==> src/rtl/sd_spi_pkg.sv <==
// Shared constants and types for the SD-card SPI-mode responder.
package sd_spi_pkg;

  localparam logic [5:0] CMD0  = 6'd0;
  localparam logic [5:0] CMD8  = 6'd8;
  localparam logic [5:0] CMD16 = 6'd16;
  localparam logic [5:0] CMD41 = 6'd41;
  localparam logic [5:0] CMD55 = 6'd55;
  localparam logic [5:0] CMD58 = 6'd58;

  // R1 = {0, param_err, addr_err, erase_seq, crc_err, illegal, erase_reset, idle}
  localparam int R1_IDLE    = 0;
  localparam int R1_ILLEGAL = 2;
  localparam int R1_CRC_ERR = 3;

  localparam int         RESP_W       = 48;
  localparam logic [5:0] RESP_LEN_R1  = 6'd8;
  localparam logic [5:0] RESP_LEN_R7  = 6'd40;
  localparam logic [5:0] RESP_LEN_R3  = 6'd40;
  localparam logic [5:0] RESP_LEN_MAX = 6'd48;

  typedef enum logic [1:0] {
    S_IDLE,
    S_NCR,
    S_SEND
  } state_e;

endpackage

==> src/rtl/sd_resp_shifter.sv <==
// Left-aligned response shift register; done pulses on the strobe that retires the last bit.
module sd_resp_shifter
  import sd_spi_pkg::*;
(
  input  logic              clock,
  input  logic              reset,
  input  logic              load,
  input  logic [RESP_W-1:0] load_data,
  input  logic [5:0]        load_len,
  input  logic              shift_en,
  output logic              msb,
  output logic              done
);

  logic [RESP_W-1:0] data_q, data_d;
  logic [5:0]        cnt_q, cnt_d;

  always_comb begin
    data_d = data_q;
    cnt_d  = cnt_q;
    if (load) begin
      data_d = load_data;
      cnt_d  = load_len;
    end else if (shift_en && (cnt_q != 6'd0)) begin
      data_d = {data_q[RESP_W-2:0], 1'b0};
      cnt_d  = cnt_q - 6'd1;
    end
  end

  always_ff @(posedge clock) begin
    if (!reset) begin
      data_q <= '0;
      cnt_q  <= '0;
    end else begin
      data_q <= data_d;
      cnt_q  <= cnt_d;
    end
  end

  assign msb  = data_q[RESP_W-1];
  assign done = shift_en && (cnt_q == 6'd1);

endmodule

==> src/rtl/sd_spi_responder.sv <==
// SD SPI-mode responder: tracks idle/APP_CMD state and serialises R1/R7(/R3) after an Ncr gap.
// Defining SD_RESP_CMD58_EN adds CMD58 (R3 with OCR); otherwise CMD58 is illegal.
module sd_spi_responder
  import sd_spi_pkg::*;
#(
  parameter int unsigned NCR_BYTES      = 1,
  parameter int unsigned ACMD41_RETRIES = 2,
  parameter logic [31:0] OCR_VALUE      = 32'hC0FF8000
) (
  input  logic        clock,
  input  logic        reset,
  input  logic        io_CS,
  input  logic        io_ShiftStrobe,
  input  logic        io_CommandReadFinished,
  input  logic        io_ReadSuccess,
  input  logic [5:0]  io_Command,
  input  logic [31:0] io_CommandArgument,
  output logic        io_DO,
  output logic        io_Busy,
  output logic        io_InIdle,
  output logic        io_AppCmd,
  output logic        io_Dropped
);

  localparam logic [6:0] NCR_BITS  = 7'(8 * NCR_BYTES);
  localparam logic [7:0] RETRY_MAX = 8'(ACMD41_RETRIES);

  state_e      state_q, state_d;
  logic [6:0]  ncr_cnt_q, ncr_cnt_d;
  logic        idle_q, idle_d;
  logic        app_cmd_q, app_cmd_d;
  logic [7:0]  retry_q, retry_d;
  logic        dropped_q, dropped_d;

  logic        accept;
  logic        idle_new, app_cmd_new;
  logic [7:0]  retry_new;
  logic [7:0]  r1;
  logic [39:0] resp_tail;
  logic [5:0]  resp_len;
  logic        shift_load, shift_en, shift_msb, shift_done;

  assign accept = (state_q == S_IDLE) && io_CommandReadFinished && !io_CS;

  // Candidate response and flag updates; only committed when the command is accepted.
  always_comb begin
    idle_new    = idle_q;
    app_cmd_new = 1'b0;
    retry_new   = retry_q;
    r1          = '0;
    resp_tail   = '0;
    resp_len    = RESP_LEN_R1;
    if (!io_ReadSuccess) begin
      r1[R1_CRC_ERR] = 1'b1;
    end else if (io_Command == CMD0) begin
      idle_new  = 1'b1;
      retry_new = '0;
    end else if (io_Command == CMD8) begin
      resp_len  = RESP_LEN_R7;
      resp_tail = {16'h0000, 4'h0, io_CommandArgument[11:0], 8'h00};
    end else if (io_Command == CMD55) begin
      app_cmd_new = 1'b1;
    end else if ((io_Command == CMD41) && app_cmd_q) begin
      if (retry_q < RETRY_MAX) begin
        retry_new = retry_q + 8'd1;
      end else begin
        idle_new = 1'b0;
      end
    end else if (io_Command == CMD16) begin
      resp_len = RESP_LEN_R1;
`ifdef SD_RESP_CMD58_EN
    end else if (io_Command == CMD58) begin
      resp_len  = RESP_LEN_R3;
      resp_tail = {!idle_q, OCR_VALUE[30:0], 8'h00};
`endif
    end else begin
      r1[R1_ILLEGAL] = 1'b1;
    end
    r1[R1_IDLE] = idle_new;
  end

  always_comb begin
    state_d    = state_q;
    ncr_cnt_d  = ncr_cnt_q;
    idle_d     = idle_q;
    app_cmd_d  = app_cmd_q;
    retry_d    = retry_q;
    shift_load = 1'b0;
    shift_en   = 1'b0;
    dropped_d  = (state_q != S_IDLE) && io_CommandReadFinished && !io_CS;
    case (state_q)
      S_IDLE: begin
        if (accept) begin
          state_d    = S_NCR;
          ncr_cnt_d  = NCR_BITS;
          shift_load = 1'b1;
          idle_d     = idle_new;
          app_cmd_d  = app_cmd_new;
          retry_d    = retry_new;
        end
      end
      S_NCR: begin
        if (io_ShiftStrobe) begin
          ncr_cnt_d = ncr_cnt_q - 7'd1;
          if (ncr_cnt_q == 7'd1) state_d = S_SEND;
        end
      end
      S_SEND: begin
        shift_en = io_ShiftStrobe;
        if (shift_done) state_d = S_IDLE;
      end
      default: state_d = S_IDLE;
    endcase
    // Master released the card: abandon the response, keep any flag changes.
    if ((state_q != S_IDLE) && io_CS) state_d = S_IDLE;
  end

  always_ff @(posedge clock) begin
    if (!reset) begin
      state_q   <= S_IDLE;
      ncr_cnt_q <= '0;
      idle_q    <= 1'b1;
      app_cmd_q <= 1'b0;
      retry_q   <= '0;
      dropped_q <= 1'b0;
    end else begin
      state_q   <= state_d;
      ncr_cnt_q <= ncr_cnt_d;
      idle_q    <= idle_d;
      app_cmd_q <= app_cmd_d;
      retry_q   <= retry_d;
      dropped_q <= dropped_d;
    end
  end

  sd_resp_shifter u_shifter (
    .clock     (clock),
    .reset     (reset),
    .load      (shift_load),
    .load_data ({r1, resp_tail}),
    .load_len  (resp_len),
    .shift_en  (shift_en),
    .msb       (shift_msb),
    .done      (shift_done)
  );

  assign io_DO      = (state_q == S_SEND) ? shift_msb : 1'b1;
  assign io_Busy    = (state_q != S_IDLE);
  assign io_InIdle  = idle_q;
  assign io_AppCmd  = app_cmd_q;
  assign io_Dropped = dropped_q;

  logic unused_arg;
  assign unused_arg = ^io_CommandArgument[31:12];
`ifndef SD_RESP_CMD58_EN
  logic unused_ocr;
  assign unused_ocr = ^OCR_VALUE;
`endif

endmodule

==> config.mk <==
export PLATFORM = sky130hd
export DESIGN_NAME = sd_spi_responder
export DESIGN_NICKNAME = d
export VERILOG_FILES = /design/src/rtl/sd_spi_pkg.sv /design/src/rtl/sd_resp_shifter.sv /design/src/rtl/sd_spi_responder.sv
export SDC_FILE = /design/constraint.sdc
export NUM_CORES = 1
export LEC_CHECK = 0
export CORE_UTILIZATION = 52
export CTS_BUF_LIST = sky130_fd_sc_hd__clkbuf_16
export DETAILED_ROUTE_END_ITERATION = 12
export PLACE_DENSITY = 0.76
export RECOVER_POWER = 25
export SLEW_MARGIN = 15
export SYNTH_ARGS = -nofsm -noshare
export SYNTH_HDL_FRONTEND = slang
export SYNTH_SLANG_ARGS = --single-unit
==> constraint.sdc <==
create_clock -name clock -period 2.85 [get_ports clock]
set_input_delay 0.7125 -clock clock [delete_from_list [all_inputs] [get_ports clock]]
set_output_delay 0.7125 -clock clock [all_outputs]
set_load 0.05 [all_outputs]
==> metrics.txt, run 1 <==
Post-Syn Area 3252 µm²; vias in the first global route 2564; worst slew pin tran 1014 ps; CP top delay family buffers and inverters; worst r2r src state_q[1]; die width 81.08 µm; routed length per placed instance 13.48 µm; Max VDD drop 0.0004118 V; largest family of logic cells by synthesized area simple AND/OR/NAND/NOR gates; sequential share of the synthesized area 0.4494; chip height 81.08 µm; maxcap violations 0; Final nets 448; clock-pin slew on the worst setup and hold paths 50 ps; Die ar. 6574 µm²; post-synthesis mux area share 0.009234; outcome complete, no violations; hold_sp u_shifter.data_q[44]; initial antenna violation count 0; crit-path max cell delay 710 ps; Levels on crit path 2; fillcell total 475; FF-to-FF path depth 6; sw frac 0.2061; worst path buffer plus inverter count 1; Root Buffer clkbuf_16; fin util 0.6579; Rel. slew slack 0.3239; largest net degree at the start of global routing 42; crit path cell chain or3b_2, clkdlybuf4s50_1; Clk pwr share 0.504; Post-synth EDFFs 0; Inst Count DP 462; CTS Buffer Depth 2; gr usage total 0.2168; sw power 513.1 µW; R2R Setup Slk 480 ps; initial core utilization 0.5428; Crit Path Max Fanout 8; Synth Area in Compound Gates 0.1943; DRC viols 0; post-route setup TNS 0 ps; Routed WL 6.442 mm; Logic pwr share 0.069; Hold EP u_shifter.data_q[45]; Via density 5.651; Core Area 5991 µm²; ant diodes 0; xor-xnor portion of the synthesized cell area 0.01885; final worst path period need 2641 ps; Hold-fix buffers, CTS 0; maximum clock frequency 378.6 MHz; setup bufs post-CTS 0; CTS tree done; pwr/cell area 631.6 nW/µm²; Worst Hold Class reg2reg; post-detail-place hpwl 3.981 mm; PortBufs 28; H-tree depth 3; Antenna Violating Nets Remaining 0; fin crit share 0.9267; Final Hold Fails 0; WHS 445.8 ps; Netlist cell types 54; gpl congestion 0.7783; Final Skew 3.882 ps; Post-Synth Simple-Gate Area 0.2389; Post-Synth Adder-Cell Area 0.02309; Rows 28; Synth Register Bits 73; grt ovf 0; clk_lat worst skew 330 ps; worst setup path category reg2out; Finished Layout Cells 478; I/O Pins 49; Pre-antenna DRT Iters 5; Critical Path End Type output pin; internal power 1.976 mW; Initial DRC Count 169; Slowest-stage cell, CP clkdlybuf4s50_1; Layout area overhead 21.20%; # clock sinks 73; CP Launch Type flop; TritonCTS Buffers 9; yosys warns 0; Synthesized Nets 421; Crit path required time 2140 ps; worst r2r dst u_shifter.data_q[47]; gate count of the mapped netlist 371; Final Power 2.489 mW; first-pass GRT wire length 10.92 mm; cell leakage power 1.472 nW; sequential share of power 0.427; vias 2701; asr flop ratio synth 0; Slew Viols, Final 0; Syn Area/Cell 8.765 µm²; RSZ-0062 raised after global routing no; hold path depth 2; main flop type after synthesis dfxtp_1; Post-CTS Resized 0; proportion of layout cells with a drive suffix above 1 0.1216; Final setup viols 0; Critical Path AT 1930 ps
-- power by group through the flow --
stage | clock network (mW) | registers [mW] | logic [mW]
finish | 1.25 | 1.06 | 0.172
global route | 1.31 | 1.07 | 0.190
CTS | 1.27 | 1.06 | 0.173
detailed placement | 0 | 1.09 | 0.171
global placement | 0 | 1.08 | 0.169
floorplan | 0 | 1.08 | 0.110
-- final cells by class --
cell class                      count  area [µm²]  area share
Clock buffer                        9       225.2     0.05714
Sequential cell                    73        1461      0.3708
Inverter                           20       75.07     0.01905
Clock inverter                      7       110.1     0.02794
Tap cell                           75       93.84     0.02381
Timing Repair Buffer               41       396.6      0.1006
Multi-Input combinational cell    253        1579      0.4006
-- how the worst max path moves through the flow --
| stage | start | end | slack [ps] |
|---|---|---|---|
| global placement | io_CommandReadFinished | retry_q[2] | 230 |
| CTS | state_q[0] | io_DO | 210 |
| floorplan | state_q[1] | u_shifter.data_q[39] | 870 |
| detailed placement | io_CommandReadFinished | retry_q[2] | 200 |
| finish | state_q[0] | io_DO | 210 |
| global route | reset | u_shifter.data_q[4] | 90 |
-- state kept, by name (all words and copies together) (netlist names) --
register          count
ncr_cnt_q             7
io_InIdle             1
io_AppCmd             1
u_shifter.cnt_q       6
state_q               2
io_Dropped            1
retry_q               8
u_shifter.data_q     47
-- cell families after synthesis --
family	count (synthesis)
fa+ha+maj	6
simple gates	149
flops	73
compound gates	88
mux	3
buf+inv	45
xor+xnor	7
-- worst register-to-register path, cell delays in order, from the launching register on --
cell and delay, ps:
dfxtp_1 300, buf_4 160, or2_1 250, or3b_1 340, clkbuf_2 520, nand2_2 580
a21oi_1 90
-- through the flow --
stage | worst slack, ps | cell area (µm²)
detailed placement | 203.0 | 3612
finish | 208.9 | 3941
floorplan | 873.4 | 3252
global route | 92.21 | 3941
CTS | 207.6 | 3948
global placement | 231.6 | 3612
-- metal layers --
metal	wire length, µm	global-route usage	part of all wire	vias to the layer above
met5	0	0	0	-
met4	102	0.09464	0.016	0
met3	346	0.07528	0.054	12
met2	3008	0.3739	0.47	53
met1	2986	0.2401	0.46	1281
li1	-	-	-	1355
-- cells in the mapped netlist, types with 6 or more instances --
library cell / instances / share of area
dfxtp_1: 73 / 0.45
nand2_1: 55 / 0.063
a21oi_1: 38 / 0.058
nand3_1: 25 / 0.038
nor2_1: 25 / 0.029
inv_1: 19 / 0.022
o21a_1: 14 / 0.032
clkbuf_1: 10 / 0.012
o221a_2: 10 / 0.035
and2_1: 7 / 0.013
buf_2: 7 / 0.011
ha_1: 6 / 0.023
nor3_1: 6 / 0.0092
-- placed cells by master, fill, tap and decap left out, types with 10 or more instances in the layout --
master	n
dfxtp_1	73
nand2_1	55
a21oi_1	37
clkdlybuf4s50_1	27
nor2_1	25
nand3_1	25
inv_1	20
o21a_1	14
o221a_2	10
Note: power is estimated with default switching activity, not from simulation.
==> inputs of run 2 (changes only) <==
--- a/config.mk
+++ b/config.mk
@@ -5,6 +5,7 @@
 export SDC_FILE = /design/constraint.sdc
 export NUM_CORES = 1
 export LEC_CHECK = 0
+export CORE_MARGIN = 1
 export CORE_UTILIZATION = 52
 export CTS_BUF_LIST = sky130_fd_sc_hd__clkbuf_16
 export DETAILED_ROUTE_END_ITERATION = 12
==> results of run 2 <==
No change in the layout: final DEF, timing and power equal those of run 1.
==> inputs of run 3 (changes only) <==
--- a/config.mk
+++ b/config.mk
@@ -6,10 +6,10 @@
 export NUM_CORES = 1
 export LEC_CHECK = 0
 export CORE_MARGIN = 1
-export CORE_UTILIZATION = 52
+export CORE_UTILIZATION = 48
 export CTS_BUF_LIST = sky130_fd_sc_hd__clkbuf_16
 export DETAILED_ROUTE_END_ITERATION = 12
-export PLACE_DENSITY = 0.76
+export PLACE_DENSITY = 0.74
 export RECOVER_POWER = 25
 export SLEW_MARGIN = 15
 export SYNTH_ARGS = -nofsm -noshare
==> constraint.sdc (replaced) <==
create_clock -name clock -period 2.1 [get_ports clock]
set_input_delay 0.525 -clock clock [delete_from_list [all_inputs] [get_ports clock]]
set_output_delay 0.525 -clock clock [all_outputs]
set_load 0.05 [all_outputs]
==> metrics.txt, run 3 (synthesis results as in run 1) <==
outcome finished with violations; violated checks design-rule violations; Routed WL 7.116 mm; first-pass GRT wire length 12.30 mm; Storage cell area 1463 µm²; clk_lat worst skew 330 ps; Antenna Violating Nets Remaining 0; most frequent cells in the layout dfxtp_1 (72), nand2_1 (56), a21oi_1 (37); Regs by FF count u_shifter.data_q x47, retry_q x8, ncr_cnt_q x7; chip height 84.31 µm; gr usage total 0.2199; Final nets 466; pwr/cell area 785.8 nW/µm²; Logic pwr share 0.084; cell leakage power 1.534 nW; Root Buffer clkbuf_16; Critical Path End Type output pin; maxcap violations 0; initial core utilization 0.5035; worst slew pin tran 592.9 ps; Crit Path Max Fanout 6; post-detail-place hpwl 4.651 mm; Core Area 6459 µm²; Crit path required time 1570 ps; grt ovf 0; Max VDD drop 0.0004513 V; routed length per placed instance 14.32 µm; fillcell total 543; sw power 710.6 µW; Pre-antenna DRT Iters 8; H-tree depth 3; maximum clock frequency 495.0 MHz; Via density 5.584; sequential share of power 0.454; Hold-fix buffers, CTS 0; Initial DRC Count 243; fin crit share 0.9620; die width 84.31 µm; post-route setup TNS 0 ps; setup bufs post-CTS 0; I/O Pins 49; Critical Path AT 1500 ps; Slew Viols, Final 0; CP Launch Type flop; Clk pwr share 0.462; worst setup path category reg2out; PortBufs 28; most common cell after layout, fill and taps aside dfxtp_1; Post-CTS Resized 0; vias 2775; Worst Hold Class reg2reg; # clock sinks 73; max reg flops 47; RSZ-0062 raised after global routing no; Finished Layout Cells 497; Layout area overhead 24.24%; Rel. slew slack 0.6064; area taken by multi-input logic gates 1578 µm²; CTS Buffer Depth 2; clock-pin slew on the worst setup and hold paths 50 ps; vias in the first global route 2709; Final Skew 7.004 ps; largest net degree at the start of global routing 38; Inst Count DP 482; CTS tree done; gpl congestion 0.7802; DRC viols 6; ant diodes 0; internal power 2.464 mW; TritonCTS Buffers 9; Final Hold Fails 0; sw frac 0.2238; Die ar. 7108 µm²; initial antenna violation count 0; Rows 29; proportion of layout cells with a drive suffix above 1 0.1595; Largest Register u_shifter.data_q; Final setup viols 0; final worst path period need 2020 ps
==> run 3: cell count changes in the layout (fill, tap and decap cells not counted), sizes merged <==
cell,before,now
clkdlybuf4s50,27,24
buf,11,29
clkbuf,11,14
clkinv,2,3
bufinv,3,1
==> run 3: worst paths after layout <==
path / end / from / depth (start not counted) / slack [ps]
max: io_DO / state_q[0] / 3 / 80
min: u_shifter.data_q[35] / u_shifter.data_q[34] / 2 / 450
max reg2reg: retry_q[0] / retry_q[2] / 4 / 250
min reg2reg: u_shifter.data_q[35] / u_shifter.data_q[34] / 2 / 450
==> run 3: worst max-delay path, cell delays in order, from the launching register on <==
cell and delay (ps):
dfxtp_1 340, buf_4 170, or3b_2 460, buf_4 200
==> run 3: power groups by stage <==
stage | Clock, mW | Combinational [mW] | Sequential [mW]
6_report | 1.47 | 0.265 | 1.44
5_1_grt | 1.56 | 0.291 | 1.45
3_5_place_dp | 0 | 0.266 | 1.47
2_1_floorplan | 0 | 0.149 | 1.47
4_1_cts | 1.49 | 0.268 | 1.44
3_3_place_gp | 0 | 0.260 | 1.47
==> run 3: layer usage <==
layer | wire length [µm] | track usage | share of wire
met3 | 257 | 0.04425 | 0.036
met1 | 3241 | 0.2690 | 0.46
met2 | 3458 | 0.3674 | 0.49
met4 | 159 | 0.1144 | 0.022
met5 | 0 | 0 | 0
==> run 3: stage by stage <==
stage	power (mW)	util	worst slack, ps	hold WS [ps]	cell area (µm²)
CTS	3.205	0.6292	17.79	452.6	4064
floorplan	1.617	-	123.4	422.7	3252
global route	3.297	0.6255	6.471	468.7	4040
finish	3.175	0.6255	79.86	451.0	4040
detailed placement	1.738	0.5852	-240.7	442.3	3780
global placement	1.730	0.5852	-221.3	432.1	3780
==> run 3: final cells by class <==
class,instances,share of cell area
multi-input cells,253,0.3905
well taps,77,0.02385
clock buffers,9,0.05574
flip-flops and latches,73,0.3620
clock inverters,6,0.01456
repair buffers,59,0.1347
inverters,20,0.01858
